**src/rtl/linebuf_cmd_ctrl.sv**
```systemverilog
// Command sequencer feeding the line-buffer BRAM write port.
// Decodes SET_ADDR / WRITE / FILL byte streams into write strobes.
module linebuf_cmd_ctrl #(
  parameter int          ADDR_W      = 8,
  parameter logic [7:0]  OP_SET_ADDR = 8'h01,
  parameter logic [7:0]  OP_WRITE    = 8'h02,
  parameter logic [7:0]  OP_FILL     = 8'h03
) (
  input  logic              clk,
  input  logic              nrst,
  input  logic              cmd_avail,
  input  logic [7:0]        cmd_data,
  output logic              cmd_rd,
  output logic              linebuf_wr,
  output logic [ADDR_W-1:0] linebuf_wr_addr,
  output logic [15:0]       linebuf_wr_data,
  output logic              busy,
  output logic              bad_cmd
);

  typedef enum logic [2:0] {
    S_OP, S_ADDR, S_CNT, S_LO, S_HI, S_WR
  } state_t;

  state_t            state;
  logic [ADDR_W-1:0] addr;
  logic [8:0]        cnt;
  logic [15:0]       data;
  logic              fill;
  logic              take;

  // A byte is never sampled in its own acknowledge cycle.
  assign take = cmd_avail && !cmd_rd && (state != S_WR);
  assign busy = (state != S_OP) || cmd_rd;

  always_ff @(posedge clk or negedge nrst) begin
    if (!nrst) begin
      state           <= S_OP;
      addr            <= '0;
      cnt             <= '0;
      data            <= '0;
      fill            <= 1'b0;
      cmd_rd          <= 1'b0;
      bad_cmd         <= 1'b0;
      linebuf_wr      <= 1'b0;
      linebuf_wr_addr <= '0;
      linebuf_wr_data <= '0;
    end else begin
      cmd_rd     <= take;
      bad_cmd    <= 1'b0;
      linebuf_wr <= 1'b0;
      if (state == S_WR) begin
        addr <= addr + 1'b1;
        cnt  <= cnt - 9'd1;
        if (fill && cnt != 9'd1) begin
          linebuf_wr      <= 1'b1;
          linebuf_wr_addr <= addr + 1'b1;
        end else begin
          state <= S_OP;
        end
      end else if (take) begin
        unique case (state)
          S_OP: begin
            unique case (1'b1)
              (cmd_data == 8'h00):       state <= S_OP;
              (cmd_data == OP_SET_ADDR): state <= S_ADDR;
              (cmd_data == OP_WRITE): begin
                fill  <= 1'b0;
                state <= S_LO;
              end
              (cmd_data == OP_FILL):     state <= S_CNT;
              default:                   bad_cmd <= 1'b1;
            endcase
          end
          S_ADDR: begin
            addr  <= ADDR_W'(cmd_data);
            state <= S_OP;
          end
          S_CNT: begin
            cnt   <= (cmd_data == 8'h00) ? 9'd256 : {1'b0, cmd_data};
            fill  <= 1'b1;
            state <= S_LO;
          end
          S_LO: begin
            data[7:0] <= cmd_data;
            state     <= S_HI;
          end
          S_HI: begin
            data[15:8]      <= cmd_data;
            linebuf_wr      <= 1'b1;
            linebuf_wr_addr <= addr;
            linebuf_wr_data <= {cmd_data, data[7:0]};
            state           <= S_WR;
          end
          default: state <= S_OP;
        endcase
      end
    end
  end

endmodule

```
**config.mk**
```make
export PLATFORM = sky130hd
export DESIGN_NAME = linebuf_cmd_ctrl
export DESIGN_NICKNAME = d
export VERILOG_FILES = /design/src/rtl/linebuf_cmd_ctrl.sv
export SDC_FILE = /design/constraint.sdc
export NUM_CORES = 1
export LEC_CHECK = 0
export ABC_AREA = 1
export BUFFER_PORTS_ARGS = -buffer_cell sky130_fd_sc_hd__buf_4
export CAP_MARGIN = 40
export CORE_MARGIN = 3
export CORE_UTILIZATION = 49
export CTS_CLUSTER_DIAMETER = 30
export CTS_CLUSTER_SIZE = 25
export DETAILED_ROUTE_END_ITERATION = 8
export GPL_ROUTABILITY_DRIVEN = 0
export PLACE_DENSITY = 0.7
export SETUP_SLACK_MARGIN = 0.1
export SLEW_MARGIN = 15
export SYNTH_ARGS = -nofsm -noshare
export SYNTH_HDL_FRONTEND = slang
export SYNTH_SLANG_ARGS = --single-unit
export TNS_END_PERCENT = 100
```
**constraint.sdc**
```tcl
create_clock -name clk -period 2.9 [get_ports clk]
set_clock_uncertainty 0.2 [all_clocks]
set_input_delay 0.435 -clock clk [delete_from_list [all_inputs] [get_ports clk]]
set_output_delay 0.435 -clock clk [all_outputs]
set_load 0.02 [all_outputs]
```
# Yosys cells after proc, flatten, opt, wreduce, memory -nomap -nowiden
# Index checks and enable logic that the tools add are counted.
# Widths: inputs -> output; s select.
# totals
register_bits,56
input_bits,11
word_cells,74
# classes
add_sub_neg,2
eq_ne,14
muxes,26
bitwise_logic,1
n_reduce_logical,21
# ops
operator,count
$mux 8,7
$mux 9,4
$pmux 3 s4,2
$eq 8x2->1 const B,2
$reduce_and 3->1,4
$reduce_bool 2->1,5
$mux 1,9
$mux 3,3
$ne 9x1->1 const B,1
$sub 9x1->9 const B,1
$add 8x1->8 const B,1
$eq 8x1->1 const B,1
$logic_not 8->1,1
$eq 3x2->1 const B,2
$eq 3x3->1 const B,2
$ne 6x6->1 const B,1
$ne 2x2->1 const B,2
$reduce_and 2->1,2
$reduce_and 4->1,1
$reduce_or 4->1,1
$eq 3x1->1 const B,1
$logic_and 1x1->1,3
$logic_not 3->1,1
$ne 3x3->1 const B,1
6 further kinds,6

# Depth between registers and ports, before layout
# Gate-level depths: netlist of the first run.
# logic_depth
word_depth,6
mapped_depth,10

# Worst setup path before layout of the first run
# Ideal clock, no wire load.
# synth_path
path_type,reg-to-output
from,register state[0]
to,output port busy
arrival_time_ns,0.939
required_time_ns,2.265
path_slack_ns,1.326
stages_incl_launch_ff,4
path_buffers,1
cell_sequence,dfrtp_1 buf_4 nor3_2 nand2_1
# synth_via
elab_chain_len,2
# synth_rtl
item,line_no,rtl
start: declaration,25,state_t state;
start signal: assignment,38,state <= S_OP;
start signal: assignment,59,state <= S_OP;
start signal: assignment,65,(cmd_data == 8'h00): state <= S_OP;
$reduce_bool 3->1,34,assign busy = (state != S_OP) || cmd_rd;
$logic_or 1x1->1,34,
end: declaration,17,"output logic busy,"
# Every way passes these cells.

# Worst setup path in the final report of the first run
# Ends and elaborated chain as after synthesis.

==> results of run 1 <==
==> cell families after synthesis <==
kind of cell    after synthesis  synth area share (%)
compound gates               55                 11.42
buf+inv                      63                 9.614
xor+xnor                      2                0.6010
simple gates                195                 29.01
flops                        56                 48.07
fa+ha+maj                     3                 1.288
==> worst paths after layout <==
check | start | endpoint | slack [ps] | cells past startpoint
setup / recovery | state[0] | busy | 850 | 3
setup reg to reg | state[2] | addr[7] | 940 | 5
max in group asynchronous | nrst | state[1] | 1540 | 2
hold reg to reg | data[4] | data[4] | 290 | 2
min in group asynchronous | nrst | linebuf_wr_data[4] | 490 | 2
hold / removal | cmd_data[4] | data[4] | 200 | 3
==> metrics by stage <==
step           instances  hold WS (ps)  util [%]
2_1_floorplan        374        -60.59         -
6_report             481         198.4     59.04
3_5_place_dp         472         270.5     56.82
4_1_cts              481         196.5     59.04
3_3_place_gp         472         268.3     56.82
5_1_grt              481         193.3     59.04
==> cell usage in the layout, fill, tap and decap left out, drive strengths merged <==
cell	count
nand3	35
o22ai	1
dlygate4sd3	1
nor3	1
nand4	3
clkbuf	5
o211ai	5
clkinvlp	1
o221ai	1
ha	3
inv	51
a21oi	7
bufinv	1
buf	39
o21ai	37
dfrtp	56
nor2	33
a31oi	3
or2	1
nand2	122
o21bai	1
xor2	2
==> flip-flops by register name, summed over array words and instances (netlist names) <==
register / cells
addr: 8
bad_cmd: 1
cmd_rd: 1
cnt: 9
data: 8
fill: 1
linebuf_wr: 1
linebuf_wr_addr: 8
linebuf_wr_data: 16
state: 3
==> final cells by class <==
class                           instances  area (um^2)  area share (%)
Sequential cell                        56         1401           42.07
Multi-Input combinational cell        255         1234           37.04
Timing Repair Buffer                   40        302.8           9.091
Inverter                               50        187.7           5.635
Tap cell                               72        90.09           2.705
Clock buffer                            5        68.82           2.066
Clock inverter                          3        46.29           1.390
==> power by group through the flow <==
stage | Clock, uW | Sequential [uW] | Combinational (uW)
finish | 524 | 798 | 103
global route | 576 | 800 | 118
CTS | 536 | 797 | 104
detailed placement | 0 | 813 | 102
global placement | 0 | 813 | 102
floorplan | 0 | 814 | 52.8
==> critical path, stage by stage, from the launching register on <==
cell and delay, ps:
dfrtp_1 500, nor3_2 350, nand2_1 90, buf_4 170
==> layer usage <==
metal | share of wire [%] | global-route usage (%)
met1 | 49 | 27.96
met2 | 46 | 29.74
met3 | 3.9 | 3.571
met4 | 1.3 | 4.903
met5 | 0 | 0
==> summary.txt, run 1 <==
Placement
  – Detailed Place HPWL: 4.618 mm
  – Buffers on Ports: 38
  – Placed inst area: around 3200 um^2
  – Worst slack, placed: approximately 960 ps

Global routing
  – Total track usage: 19.24%
  – First-pass GRT wire length: 10.92 mm
  – Vias in the first global route: 2326
  – Initial antenna violation count: 0
  – Grt ovf: 0
  – Largest net degree at the start of global routing: 57

Synthesis
  – Post-synth EDFFs: 0
  – Post-synth top area share: about half
  – Syn Nets: about 390
  – Ys flop type: dfrtp_1
  – Asr flop ratio synth: 100.0%
  – Post-Syn Instances: 374
  – Synthesized area per cell: between 7 and 8 um^2
  – Cell taking the most area after synthesis: dfrtp_1
  – Post-synthesis sequential area ratio: between 40 and 50%
  – Yosys reg bits: 56
  – Mapped cell area: 2915 um^2
  – Most instantiated cells after synthesis: nand2_1 (119), dfrtp_1 (56), inv_1 (46)
  – Largest cells by area after synthesis: dfrtp_1 (48%), nand2_1 (15%), inv_1 (5.9%)
  – Most common cell in the netlist: nand2_1
  – Synth cell types: 31
  – Ys Warns: 0

CTS
  – Max H-tree Level: 2
  – Hold Buf Count CTS: 1
  – Clock Tree Buf Depth: 2
  – Clk root buf: clkbuf_8
  – Post-cts resize count: 0
  – Setup bufs post-CTS: 0
  – Total CTS buffers: 5
  – Clk Latency, worst-skew pair: around 310 ps
  – CTS tree: done
  – Clock Sinks: 56
  – Clock transition at path regs: 110 ps

Drt
  – Initial DRC count: 202
  – DRC viols: 0
  – Total wire length: 6.314 mm
  – Via Count: 2452
  – First-pass iteration count of the detailed router: 4
  – ANT nets after route: 0
  – Via density: 5.098
  – Routed wire per std cell: 13.13 um

Flow run
  – Maxcap violations: 0

STA
  – Worst-Margin Slew: 689.2 ps
  – Final Hold Vio Count: 0
  – F_max: 488.9 MHz
  – Setup TNS Final: 0 ps
  – Slew HR: 54.05%
  – RSZ-0062 raised after global routing: false
  – # setup viols final: 0
  – Final worst path period share: 70.53%
  – Final worst setup slack: 854.5 ps
  – Crit path time final: 2045 ps
  – Max-slew violations: 0

Power
  – Comb pwr share: 7.2%
  – Internal cell power: 1084 uW
  – Pwr Density: around 430 nW/um^2
  – Part of the power in registers: 56.0%
  – P_sw: around 340 uW
  – Power, Total: 1425 uW
  – Net Sw Frac: roughly a quarter
  – Leak: around 0.0018 uW
  – Worst VDD drop: 0.2078 mV
  – Share of total power in the clock network: 36.8%

Die
  – Die W: 83.14 um
  – IO Count: 39
  – Core ar.: 5642 um^2
  – Rows: 27
  – Die footprint: 6911 um^2
  – Die Ht: just over 80 um
  – Initial core utilization: 51.67%

Run status
  – Outcome: finished, final reports clean

Min path
  – Class of the worst hold path: in2reg

Final layout
  – Share of cells above drive strength 1: 17.85%
  – Fill cells: ~510
  – Antenna Cells: 0
  – Design Area, Final: 3331 um^2
  – Area grow syn2layout: 14.25%
  – Nets: 422

Setup path
  – Crit. End Element: primary output
  – CP required: 2270 ps
  – Worst-path fanout max: 7
  – Worst EP arrival: roughly 1400 ps
  – Kind of critical path: reg2out
  – Startpoint types: flop
Note: power is estimated with default switching activity, not from simulation.
==> run 2, diff against run 1 <==
Settings changed: ABC_AREA 1 to 0, PLACE_DENSITY 0.7 to 0.73.
Clock period 2.9 ns to 1.7 ns, I/O delays scaled along.
==> run 2 against run 1 <==
Against the previous run:
- the run now ends with negative setup slack left
- setup slack got worse by 1300 ps
- register-to-register slack lost 1400 ps
- final cell count shrank 14%
- clock-buffer cell count did not move
- first-iteration DRC count down 18%
- routed wire length increased by 28%
- sequential share of layout area shrank 8.3 points
- sequential power rose to 2.9 times the previous value
- critical path type is now reg2reg
- non-clock buffer count increased by 69
- clock power up 48%
- synthesized cell count decreased by 36%
==> summary.txt, run 2 <==
Final layout
  – Area grow syn2layout: 52.97%
  – Largest register FFs: 16 (unchanged)
  – Non-Filler Instances: 416 (-14%)
  – Biggest register: linebuf_wr_data
  – Share of cells above drive strength 1: 58.38% (+41 points)
  – Antenna Cells: 0 (unchanged)
  – Design Area, Final: 4163 um^2 (+25%)
  – Nets: 359 (-15%)
  – Commonest non-fill, non-tap cell in the layout: buf_4
  – Most frequent cells in the layout: buf_4 (85), dfrtp_1 (54), mux2_4 (24)
  – Regs by FF count: linebuf_wr_data: 16 flops, cnt: 9 flops

Setup path
  – Crit. End Element: flop
  – Crit-path cells: or3_4 > o41ai_4 > o21a_1 > buf_12 > mux2_4
  – Crit path max-delay cell type: or3_4
  – Worst-path fanout max: 9 (+2)
  – Worst EP arrival: 2130 ps (+720 ps)
  – Worst Path Buf+Inv: 1 (unchanged)
  – CP required: 1710 ps (-560 ps)
  – Top delay family on crit path: compound AO/OA/AOI/OAI gates
  – Kind of critical path: reg2reg
  – Startpoint types: flop
  – Largest stage delay on the critical path: 410 ps (-90 ps)

Drt
  – ANT nets after route: 0 (unchanged)
  – Via Count: 2391 (-2.5%)
  – Total wire length: 8.084 mm (+28%)
  – Routed wire per std cell: 19.43 um (+48%)
  – First-pass iteration count of the detailed router: 4 (unchanged)
  – Via density: 5.748 (+13%)
  – Initial DRC count: 166 (-18%)
  – DRC viols: 0 (unchanged)

Placement
  – Cells after DPL: 390 (-17%)
  – Placed inst area: 3533 um^2 (+10%)
  – Detailed Place HPWL: 4.662 mm (+0.96%)
  – Buffers on Ports: 38 (unchanged)

CTS
  – Max H-tree Level: 2 (unchanged)
  – Clock Tree Buf Depth: 2 (unchanged)
  – Clock Sinks: 56 (unchanged)
  – CTS tree: done
  – Clk root buf: clkbuf_8
  – Clk Latency, worst-skew pair: 310 ps (about the same)
  – Total CTS buffers: 5 (unchanged)
  – Clock transition at path regs: 110 ps (about the same)

Synthesis
  – Mapped cell area: 2721 um^2 (-6.7%)
  – Synthesized area per cell: 11.34 um^2 (+45%)
  – Most instantiated cells after synthesis: dfrtp_1 (56), mux2_2 (24), nor2_1 (19)
  – Yosys reg bits: 56 (unchanged)
  – Post-synth top area share: 51.49% (+3.4 points)
  – Synth cell types: 48 (+55%)
  – Ys Warns: 0 (unchanged)
  – Syn Nets: 254 (-35%)
  – Post-synth EDFFs: 0 (unchanged)
  – Asr flop ratio synth: 100.0% (unchanged)
  – Ys flop type: dfrtp_1
  – Post-synthesis sequential area ratio: 51.49% (+3.4 points)
  – Post-Syn Instances: 240 (-36%)
  – Most common cell in the netlist: dfrtp_1
  – Cell taking the most area after synthesis: dfrtp_1
  – Largest cells by area after synthesis: dfrtp_1 (51%), mux2_2 (9.9%), mux2_4 (4.4%)

Global routing
  – First-pass GRT wire length: 12.58 mm (+15%)
  – Vias in the first global route: 2504 (+7.7%)
  – Grt ovf: 0 (unchanged)
  – Total track usage: 25.50% (+6.3 points)
  – Initial antenna violation count: 0 (unchanged)
  – Largest net degree at the start of global routing: 57 (unchanged)

Min path
  – Class of the worst hold path: in2reg

STA
  – Worst-Margin Slew: 525.7 ps (-163.5 ps)
  – Worst hold margin: 33.91 ps (-164.5 ps)
  – Final worst path period share: 124.6%
  – Final Hold Vio Count: 0 (unchanged)
  – Crit path time final: 2118 ps
  – F_max: about 470 MHz
  – Final worst setup slack: -417.9 ps (-1272 ps)
  – Slew HR: 64.72% (+11 points)
  – # setup viols final: 45 (+45)
  – RSZ-0062 raised after global routing: true
  – Max-slew violations: 0 (unchanged)

Power
  – P_sw: 2592 uW (+660%)
  – Share of total power in the clock network: 11.5% (-25 points)
  – Pwr Density: 1621 nW/um^2 (+280%)
  – Part of the power in registers: 34.7% (-21 points)
  – Leak: 0.002021 uW (+14%)
  – Internal cell power: 4157 uW (+280%)
  – Comb pwr share: 53.8% (+47 points)
  – Worst VDD drop: 1.008 mV (+390%)
  – Net Sw Frac: 38.40% (+15 points)

Die
  – Initial core utilization: 51.96% (+0.28 points)
  – Die Ht: 80.53 um (-3.1%)
  – Die footprint: 6484 um^2 (-6.2%)
  – Rows: 26 (-3.7%)
  – Core ar.: 5238 um^2 (-7.2%)
  – IO Count: 39 (unchanged)
  – Die W: 80.53 um (-3.1%)

Run status
  – Outcome: finished with violations
  – Failing checks: negative setup slack

Flow run
  – Maxcap violations: 0 (unchanged)
-- run 2: path summary, 6_finish.rpt --
check / from / cells after the start / end / slack, ps
worst max-delay path: cnt[6] / 5 / linebuf_wr_addr[6] / -420
worst min-delay path: cmd_data[6] / 3 / cnt[6] / 30
worst max register to register: cnt[6] / 5 / linebuf_wr_addr[6] / -420
worst min register to register: linebuf_wr_addr[2] / 1 / linebuf_wr_addr[2] / 320
max in group asynchronous: nrst / 3 / cmd_rd / 760
min in group asynchronous: nrst / 3 / linebuf_wr_addr[6] / 260
-- run 2: cell type report --
class                           count  area (um^2)
Multi-Input combinational cell    166         1589
Sequential cell                    56         1404
Inverter                            7        26.28
Tap cell                           70        87.58
Fill cell                         301         1075
Clock inverter                      3        25.02
Clock buffer                        5        68.82
Timing Repair Buffer              109        962.2
-- run 2: metrics by stage --
stage | setup TNS, ps | setup slack [ps] | utilization, % | power (uW)
6_report | -5031 | -417.9 | 79.48 | 6749
5_1_grt | -7228 | -458.4 | 79.48 | 7090
4_1_cts | -3527 | -370.8 | 76.80 | 6415
3_5_place_dp | -4778 | -379.5 | 67.46 | 5169
3_3_place_gp | -4031 | -355.0 | 67.46 | 5065
2_1_floorplan | -3156 | -354.1 | - | 3900
-- run 2: cells by family (layout without fill, tap and decap cells) --
| logic type | after synthesis | after routing | share of synthesized area, % |
|---|---|---|---|
| AOI/OAI and AO/OA | 51 | 51 | 13.61 |
| muxes | 32 | 32 | 14.35 |
| buffers and inverters | 19 | 124 | 3.310 |
| xor gates and xnor gates | 8 | 8 | 2.575 |
| adders and majority gates | 3 | 3 | 1.379 |
| DFF | 56 | 56 | 51.49 |
| and+or+nand+nor | 71 | 72 | 13.29 |
-- run 2: what timing repair did --
item	CTS	global route
pin swaps	17	9
hold endpoints to repair	56	0
buffers inserted	11	4
hold buffers	1	0
endpoints found under the setup margin	51	55
resized for setup	72	24
gates cloned	2	0
-- run 2: worst min-delay path, stage by stage --
cell	delay, ps
buf_4	140
a32oi_1	70
nand2_1	60
-- run 2: power groups by stage --
stage                     Clock, uW  Sequential (uW)  Combinational (uW)
after floorplan                   0             2640                1260
after global placement            0             2290                2770
after detailed placement          0             2320                2840
after CTS                       784             2310                3320
after global routing            836             2410                3840
final                           774             2340                3630
-- run 2: routing by layer --
metal	global-route usage, %	up-vias	wire length (um)
met3	4.933	13	483
li1	-	1087	-
met2	42.47	81	4120
met4	10.98	0	160
met5	0	-	0
met1	32.16	1210	3320
